--- src/rtl/vram_arbiter.sv ---
// vram_arbiter: one single-port VRAM shared by video scanout (fixed priority) and the CPU bridge (aged).
// Define VRAM_ARB_STATS_EN to build the contention counter; otherwise conflict_count is tied to 0.
module vram_arbiter #(
  parameter int ADDR_W       = 13,
  parameter int DATA_W       = 8,
  parameter int MAX_CPU_WAIT = 7
) (
  input  logic              clk,
  input  logic              reset,
  input  logic              vid_req,
  input  logic [ADDR_W-1:0] vid_addr,
  output logic              vid_ack,
  output logic [DATA_W-1:0] vid_rdata,
  output logic              vid_rvalid,
  input  logic              cpu_req,
  input  logic              cpu_we,
  input  logic [ADDR_W-1:0] cpu_addr,
  input  logic [DATA_W-1:0] cpu_wdata,
  output logic              cpu_ack,
  output logic [DATA_W-1:0] cpu_rdata,
  output logic              cpu_rvalid,
  output logic [ADDR_W-1:0] mem_addr,
  output logic              mem_we,
  output logic [DATA_W-1:0] mem_wdata,
  input  logic [DATA_W-1:0] mem_rdata,
  output logic [15:0]       conflict_count
);

  typedef enum logic [1:0] {IDLE = 2'd0, ARB_VID = 2'd1, ARB_CPU = 2'd2} grant_e;

  localparam logic [7:0] WAIT_MAX = 8'(MAX_CPU_WAIT);

  grant_e            grant_d, grant_q;
  logic [7:0]        wait_ctr_d, wait_ctr_q;
  logic [ADDR_W-1:0] mem_addr_d, mem_addr_q;
  logic              mem_we_d, mem_we_q;
  logic [DATA_W-1:0] mem_wdata_d, mem_wdata_q;
  logic              vid_rd_q, cpu_rd_q;
  logic [DATA_W-1:0] vid_rdata_q, cpu_rdata_q;
  logic              vid_elig, cpu_elig;

  // The still-held request during its own ack cycle is not a new request.
  assign vid_elig = vid_req & (grant_q != ARB_VID);
  assign cpu_elig = cpu_req & (grant_q != ARB_CPU);

  always_ff @(posedge clk) begin
    if (reset) begin
      grant_q     <= IDLE;
      wait_ctr_q  <= '0;
      mem_addr_q  <= '0;
      mem_we_q    <= 1'b0;
      mem_wdata_q <= '0;
      vid_rd_q    <= 1'b0;
      cpu_rd_q    <= 1'b0;
      vid_rdata_q <= '0;
      cpu_rdata_q <= '0;
    end else begin
      grant_q     <= grant_d;
      wait_ctr_q  <= wait_ctr_d;
      mem_addr_q  <= mem_addr_d;
      mem_we_q    <= mem_we_d;
      mem_wdata_q <= mem_wdata_d;
      vid_rd_q    <= (grant_q == ARB_VID);
      cpu_rd_q    <= (grant_q == ARB_CPU) & ~mem_we_q;
      vid_rdata_q <= vid_rdata;
      cpu_rdata_q <= cpu_rdata;
    end
  end

  always_comb begin
    grant_d = IDLE;
    if (cpu_elig && wait_ctr_q == WAIT_MAX) grant_d = ARB_CPU;
    else if (vid_elig)                      grant_d = ARB_VID;
    else if (cpu_elig)                      grant_d = ARB_CPU;
  end

  always_comb begin
    wait_ctr_d = wait_ctr_q;
    if (!cpu_req || grant_d == ARB_CPU)          wait_ctr_d = '0;
    else if (cpu_elig && wait_ctr_q != WAIT_MAX) wait_ctr_d = wait_ctr_q + 8'd1;
  end

  // Address and write data hold on idle cycles; only a CPU write raises mem_we.
  always_comb begin
    mem_addr_d  = mem_addr_q;
    mem_we_d    = 1'b0;
    mem_wdata_d = mem_wdata_q;
    case (grant_d)
      ARB_VID: mem_addr_d = vid_addr;
      ARB_CPU: begin
        mem_addr_d = cpu_addr;
        mem_we_d   = cpu_we;
        if (cpu_we) mem_wdata_d = cpu_wdata;
      end
      default: ;
    endcase
  end

  always_comb begin
    vid_ack = 1'b0;
    cpu_ack = 1'b0;
    case (grant_q)
      ARB_VID: vid_ack = 1'b1;
      ARB_CPU: cpu_ack = 1'b1;
      default: ;
    endcase
  end

  assign mem_addr  = mem_addr_q;
  assign mem_we    = mem_we_q;
  assign mem_wdata = mem_wdata_q;

  // Gating with reset kills a read already in flight when reset arrives.
  assign vid_rvalid = vid_rd_q & ~reset;
  assign cpu_rvalid = cpu_rd_q & ~reset;
  assign vid_rdata  = vid_rvalid ? mem_rdata : vid_rdata_q;
  assign cpu_rdata  = cpu_rvalid ? mem_rdata : cpu_rdata_q;

`ifdef VRAM_ARB_STATS_EN
  logic [15:0] conflict_d, conflict_q;

  always_comb begin
    conflict_d = conflict_q;
    if (vid_elig && cpu_elig && conflict_q != 16'hFFFF) conflict_d = conflict_q + 16'd1;
  end

  always_ff @(posedge clk) begin
    if (reset) conflict_q <= '0;
    else       conflict_q <= conflict_d;
  end

  assign conflict_count = conflict_q;
`else
  assign conflict_count = '0;
`endif

endmodule

--- config.mk ---
export PLATFORM = sky130hd
export DESIGN_NAME = vram_arbiter
export DESIGN_NICKNAME = d
export VERILOG_FILES = /design/src/rtl/vram_arbiter.sv
export SDC_FILE = /design/constraint.sdc
export NUM_CORES = 1
export LEC_CHECK = 0
export ABC_AREA = 1
export CAP_MARGIN = 10
export CORE_AREA = 2 2 63 109
export DETAILED_ROUTE_END_ITERATION = 8
export DIE_AREA = 0 0 65 111
export PLACE_DENSITY = 0.77
export SLEW_MARGIN = 20
export SYNTH_ARGS = -nofsm -noshare
export SYNTH_HDL_FRONTEND = slang
export SYNTH_SLANG_ARGS = --single-unit
--- constraint.sdc ---
create_clock -name clk -period 1.75 [get_ports clk]
set_input_delay 0.35 -clock clk [delete_from_list [all_inputs] [get_ports clk]]
set_output_delay 0.35 -clock clk [all_outputs]
set_load 0.005 [all_outputs]
# ---- After elaboration in Yosys (flattened, before gate mapping)
# Index checks and enable logic that the tools add are counted.
dict set report word_totals {
  inputBits 47
  wordCells 42
  output_inout_bits 58
  ff_bits 50
}
dict set report classes {
  n_reduce_logical 8
  addsub 1
  bitwise 8
  muxes 8
  n_eq_ne 8
}
# op count
set op_table {}
lappend op_table {{13-bit one-hot mux with 2 select lines} 1}
lappend op_table {{8-bit 2-to-1 mux} 2}
lappend op_table {{8-bit by 1-bit adder with 8-bit output (second input constant)} 1}
lappend op_table {{8-bit by 3-bit == test with 1-bit output (second input constant)} 1}
lappend op_table {{8-bit by 3-bit inequality test with 1-bit output (second input constant)} 1}
lappend op_table {{2-bit 2-to-1 mux} 3}
lappend op_table {{1-bit bitwise AND} 5}
lappend op_table {{2-bit by 1-bit == test with 1-bit output (second input constant)} 2}
lappend op_table {{2-bit == test (second input constant)} 2}
lappend op_table {{2-bit OR reduction} 2}
lappend op_table {{1-bit NOT} 3}
lappend op_table {{1-bit logical AND} 2}
lappend op_table {{1-bit 2-to-1 mux} 2}
lappend op_table {{2-bit by 1-bit inequality test with 1-bit output (second input constant)} 1}
lappend op_table {{2-bit inequality test (second input constant)} 1}
lappend op_table {{2-bit AND reduction} 1}
lappend op_table {{2-bit nonzero test} 1}
lappend op_table {{1-bit logical NOT} 1}
lappend op_table {{1-bit logical OR} 1}

# ---- Logic depth before layout (Yosys ltp)
dict set report depth {
  ltp_word 8
  ltp_mapped 10
  depth_no_buf 10
}

# ---- Worst setup path after synthesis
# Ideal clock, no wire load.
dict set report synth_path {
  path_kind {reg2reg}
  startpoint {register wait_ctr_q[0]}
  endpoint {register mem_addr_q[10] (netlist: mem_addr[10])}
  n_path_buf 1
  stages_incl_launch_ff 10
  period_less_slack_ps 1455
  arrival_ps 1346
  required_ps 1641
  setup_time_ps 109
  path_slack_ps 295
  cell_sequence {dfxtp_1 -> ha_1 -> nand3_4 -> nor2_4 -> nand2_4 -> buf_6 -> nand3_1 -> nand3_1 -> nand2_1 -> inv_1}
}
dict set report synth_between {
  elab_chain_len 5
  word_cells_on_any_way 7
  cone_classes {eq/ne (3); mux (2); reduce/logical (2)}
}
# item line_no
set synth_rtl {}
lappend synth_rtl {{from (decl)} 34} ;# logic [7:0] wait_ctr_d, wait_ctr_q;
lappend synth_rtl {{from (signal assigned)} 59} ;# wait_ctr_q <= wait_ctr_d;
lappend synth_rtl {{8-bit by 3-bit == test with 1-bit output *} 72} ;# if (cpu_elig && wait_ctr_q == WAIT_MAX) grant_d = ARB_CPU;
lappend synth_rtl {{1-bit logical AND *} 72}
lappend synth_rtl {{2-bit 2-to-1 mux *} 72}
lappend synth_rtl {{2-bit == test / 2-bit by 1-bit == test with 1-bit output (equally long branches)} 88} ;# case (grant_d)
lappend synth_rtl {{13-bit one-hot mux with 2 select lines / 2-bit nonzero test (equally long branches)} -}
lappend synth_rtl {{to (signal assigned)} 60} ;# mem_addr_q <= mem_addr_d;
lappend synth_rtl {{to (decl)} 35} ;# logic [ADDR_W-1:0] mem_addr_d, mem_addr_q;
# Every way passes the cells marked *; elsewhere a longest branch is shown, timed or not.
# A chain may end at the register's enable or synchronous reset.

# ---- Worst setup path in the final report
dict set report layout_path {
  startpoint {register cpu_rd_q}
  endpoint {output port cpu_rdata[7]}
}
dict set report layout_between {
  elab_chain_len 2
}
# item line_no
set layout_rtl {}
lappend layout_rtl {{from (decl)} 38} ;# logic vid_rd_q, cpu_rd_q;
lappend layout_rtl {{from (signal assigned)} 64} ;# cpu_rd_q <= (grant_q == ARB_CPU) & ~mem_we_q;
lappend layout_rtl {{1-bit bitwise AND} 115} ;# assign cpu_rvalid = cpu_rd_q & ~reset;
lappend layout_rtl {{8-bit 2-to-1 mux} 117} ;# assign cpu_rdata = cpu_rvalid ? mem_rdata : cpu_rdata_q;
lappend layout_rtl {{to (decl)} 20} ;# output logic [DATA_W-1:0] cpu_rdata,
# No other way between the ends.

==> flow_metrics.tcl <==
set metrics [dict create \
    yosysTopAreaCell "dfxtp_1" \
    insertion_delay_ns 0.28 \
    viasPerCell 4.73 \
    crit_path_max_fanout 3 \
    worstPathArrival_ns 1.40 \
    first_global_vias 2584 \
    routed_wl_mm 7.28 \
    finalNetCount 557 \
    fin_ws_ns -0.00431 \
    status "finished, violations left" \
    crit_type "flip-flop to primary output" \
    clock-sinks 50 \
    rsz0062_at_grt "yes" \
    irDropWorstVdd_uv 492 \
    final_core_util 0.649 \
    yosys.area.top_type_share 0.381 \
    ioPinCount 105 \
    period_minus_slack_ns 1.75 \
    grt_pass1_wl_mm 11.6 \
    ys_ff_latch 50 \
    start_util 0.410 \
    antenna_found_initial 0 \
    p_leak_nw 1.99 \
    fin_worst_skew_ns 0.00610 \
    grt_remaining_overflow 0 \
    grt_usage 0.202 \
    ys_seq_area_frac 0.381 \
    violations "setup timing" \
    layout_common_cells "inv_1 (77), clkdlybuf4s50_1 (69), nand2_1 (57)" \
    syn_to_final_growth_pct 58.2 \
    cts_buffers 5 \
    first_pass_iters 6 \
    fmax_mhz 570 \
    drt_iter0_markers 164 \
    vias 2794 \
    worstPathRequired_ns 1.40 \
    die_area_um2 7220 \
    synth_area_um2 2620 \
    maxCapViolations 0 \
    synth-edff-count 0 \
    setup_viol 1 \
    ctsLongestPathBuffers 2 \
    async_reset_ff_frac 0 \
    hold_viol 0 \
    drc 0 \
    place_congestion 0.856 \
    rows 39 \
    drv_slew 0 \
    synth.distinct_cells 26 \
    mostFrequentLayoutCell "inv_1" \
    post-dp-hpwl_mm 5.06 \
    power_mw 2.93 \
    critPathLaunchType "flip-flop" \
    hold_depth 1 \
    die_x_um 65 \
    synth_ff_type "dfxtp_1" \
    antenna_left 0 \
    yosys_warnings 0 \
    grt_max_degree 27 \
    hold_class "flip-flop to flip-flop" \
    avgSynthCellArea_um2 6.90 \
    final_cells 591 \
    setup_tns_ns -0.00431 \
    finalCritPeriodShare 1.00 \
    h-tree-depth 2 \
    place.port_buffers 88 \
    antenna_cells 0 \
    dieHeight_um 111 \
    wl_per_cell_um 12.3 \
    place_ws_ns -0.583 \
    worst_setup_path_end_kind "primary output" \
    synth_area_leaders "dfxtp_1 (38%), inv_1 (11%), nand3_1 (9.5%), nand2_1 (8.3%), nor2_1 (5.2%)" \
    p_per_area_nw_per_um2 706 \
    cts-root-buf "clkbuf_16" \
    place_inst 571 \
    netlist_instances 380 \
    cts_tree "done" \
    drive_above_1_share 0.226 \
    ctsHoldBuffers 0 \
    coreArea_um2 6390 \
    cts.clk_slew.worst_paths_ns 0.06 \
    fill_cells 556 \
    r2r_cells 9 \
]
==> cells by family (layout without fill, tap and decap cells) <==
kind of cell             count (synthesis)  in the layout  share of synthesized area
AND/OR/NAND/NOR                        156            156                      0.277
buffers and inverters                  113            227                      0.195
AO/OA/AOI/OAI                           57             57                      0.134
flip-flops                              50             50                      0.381
XOR/XNOR                                 2              2                    0.00668
adder cells (fa/ha/maj)                  1              1                    0.00477
other                                    1             16                    0.00143
==> state kept, by name, indices dropped and copies added, names as in the netlist <==
signal / cells
wait_ctr_q: 8
vid_rdata_q: 8
cpu_rd_q: 1
mem_we: 1
mem_addr: 13
vid_rd_q: 1
cpu_rdata_q: 8
grant_q: 2
mem_wdata: 8
==> layer usage <==
layer | vias up | wire, um | GRT usage
met3 | 12 | 361 | 0.0335
met2 | 89 | 4130 | 0.388
met1 | 1279 | 2630 | 0.209
li1 | 1414 | - | -
met4 | 0 | 155 | 0.0738
met5 | - | 0 | 0
==> worst max-delay path: stages, from the launching register on <==
cell and delay (ns):
dfxtp_2 0.34, inv_4 0.04, nor2_4 0.13, clkinvlp_4 0.18, buf_12 0.18, nor2_4 0.09
a21oi_2 0.05, buf_2 0.12
==> where the power goes <==
| part | internal, mW | switching (mW) | total (mW) |
|---|---|---|---|
| Combinational | 0.326 | 0.276 | 0.602 |
| Sequential | 1.20 | 0.0296 | 1.23 |
| Clock | 0.705 | 0.392 | 1.10 |
| Total | 2.23 | 0.698 | 2.93 |
==> path summary, 6_finish.rpt <==
| check | from | end | slack [ns] |
|---|---|---|---|
| min | mem_we | cpu_rd_q | 0.42 |
| max reg2reg | wait_ctr_q[0] | mem_wdata[6] | 0.17 |
| max | cpu_rd_q | cpu_rdata[7] | -0.004 |
| min reg2reg | mem_we | cpu_rd_q | 0.42 |
==> metrics by stage <==
stage               instance area [um2]  hold slack, ns
global placement                   3770           0.439
finish                             4150           0.420
floorplan                          2680           0.421
global route                       4150           0.437
CTS                                4080           0.419
detailed placement                 3770           0.417
==> layout make-up <==
cell class | instances | area, um2 | area share
Clock buffer | 6 | 139 | 0.0335
Clock inverter | 1 | 30.0 | 0.00724
Inverter | 84 | 323 | 0.0778
Multi-Input combinational cell | 232 | 1310 | 0.315
Sequential cell | 50 | 1000 | 0.242
Tap cell | 82 | 103 | 0.0247
Timing Repair Buffer | 135 | 1240 | 0.298
Timing Repair inverter | 1 | 7.51 | 0.00181
==> cell usage after synthesis (2+ instances only) <==
cell,n
clkbuf_1,4
a21oi_1,24
nand3_1,50
dfxtp_1,50
a211oi_1,16
nand2_1,58
nand2_4,3
inv_2,2
buf_6,2
xor2_1,2
nor2_1,36
nor3_1,3
inv_1,80
o21ai_4,2
clkinv_1,2
nand3_2,2
o21ai_0,14
buf_4,17
buf_2,6
==> repair_timing <==
action	in CTS	in global routing
setup endpoints to repair	18	17
pin swaps	6	6
gates resized for setup	97	19
gates cloned	1	0
buffers inserted	7	6
(Power assumes the default switching activity.)
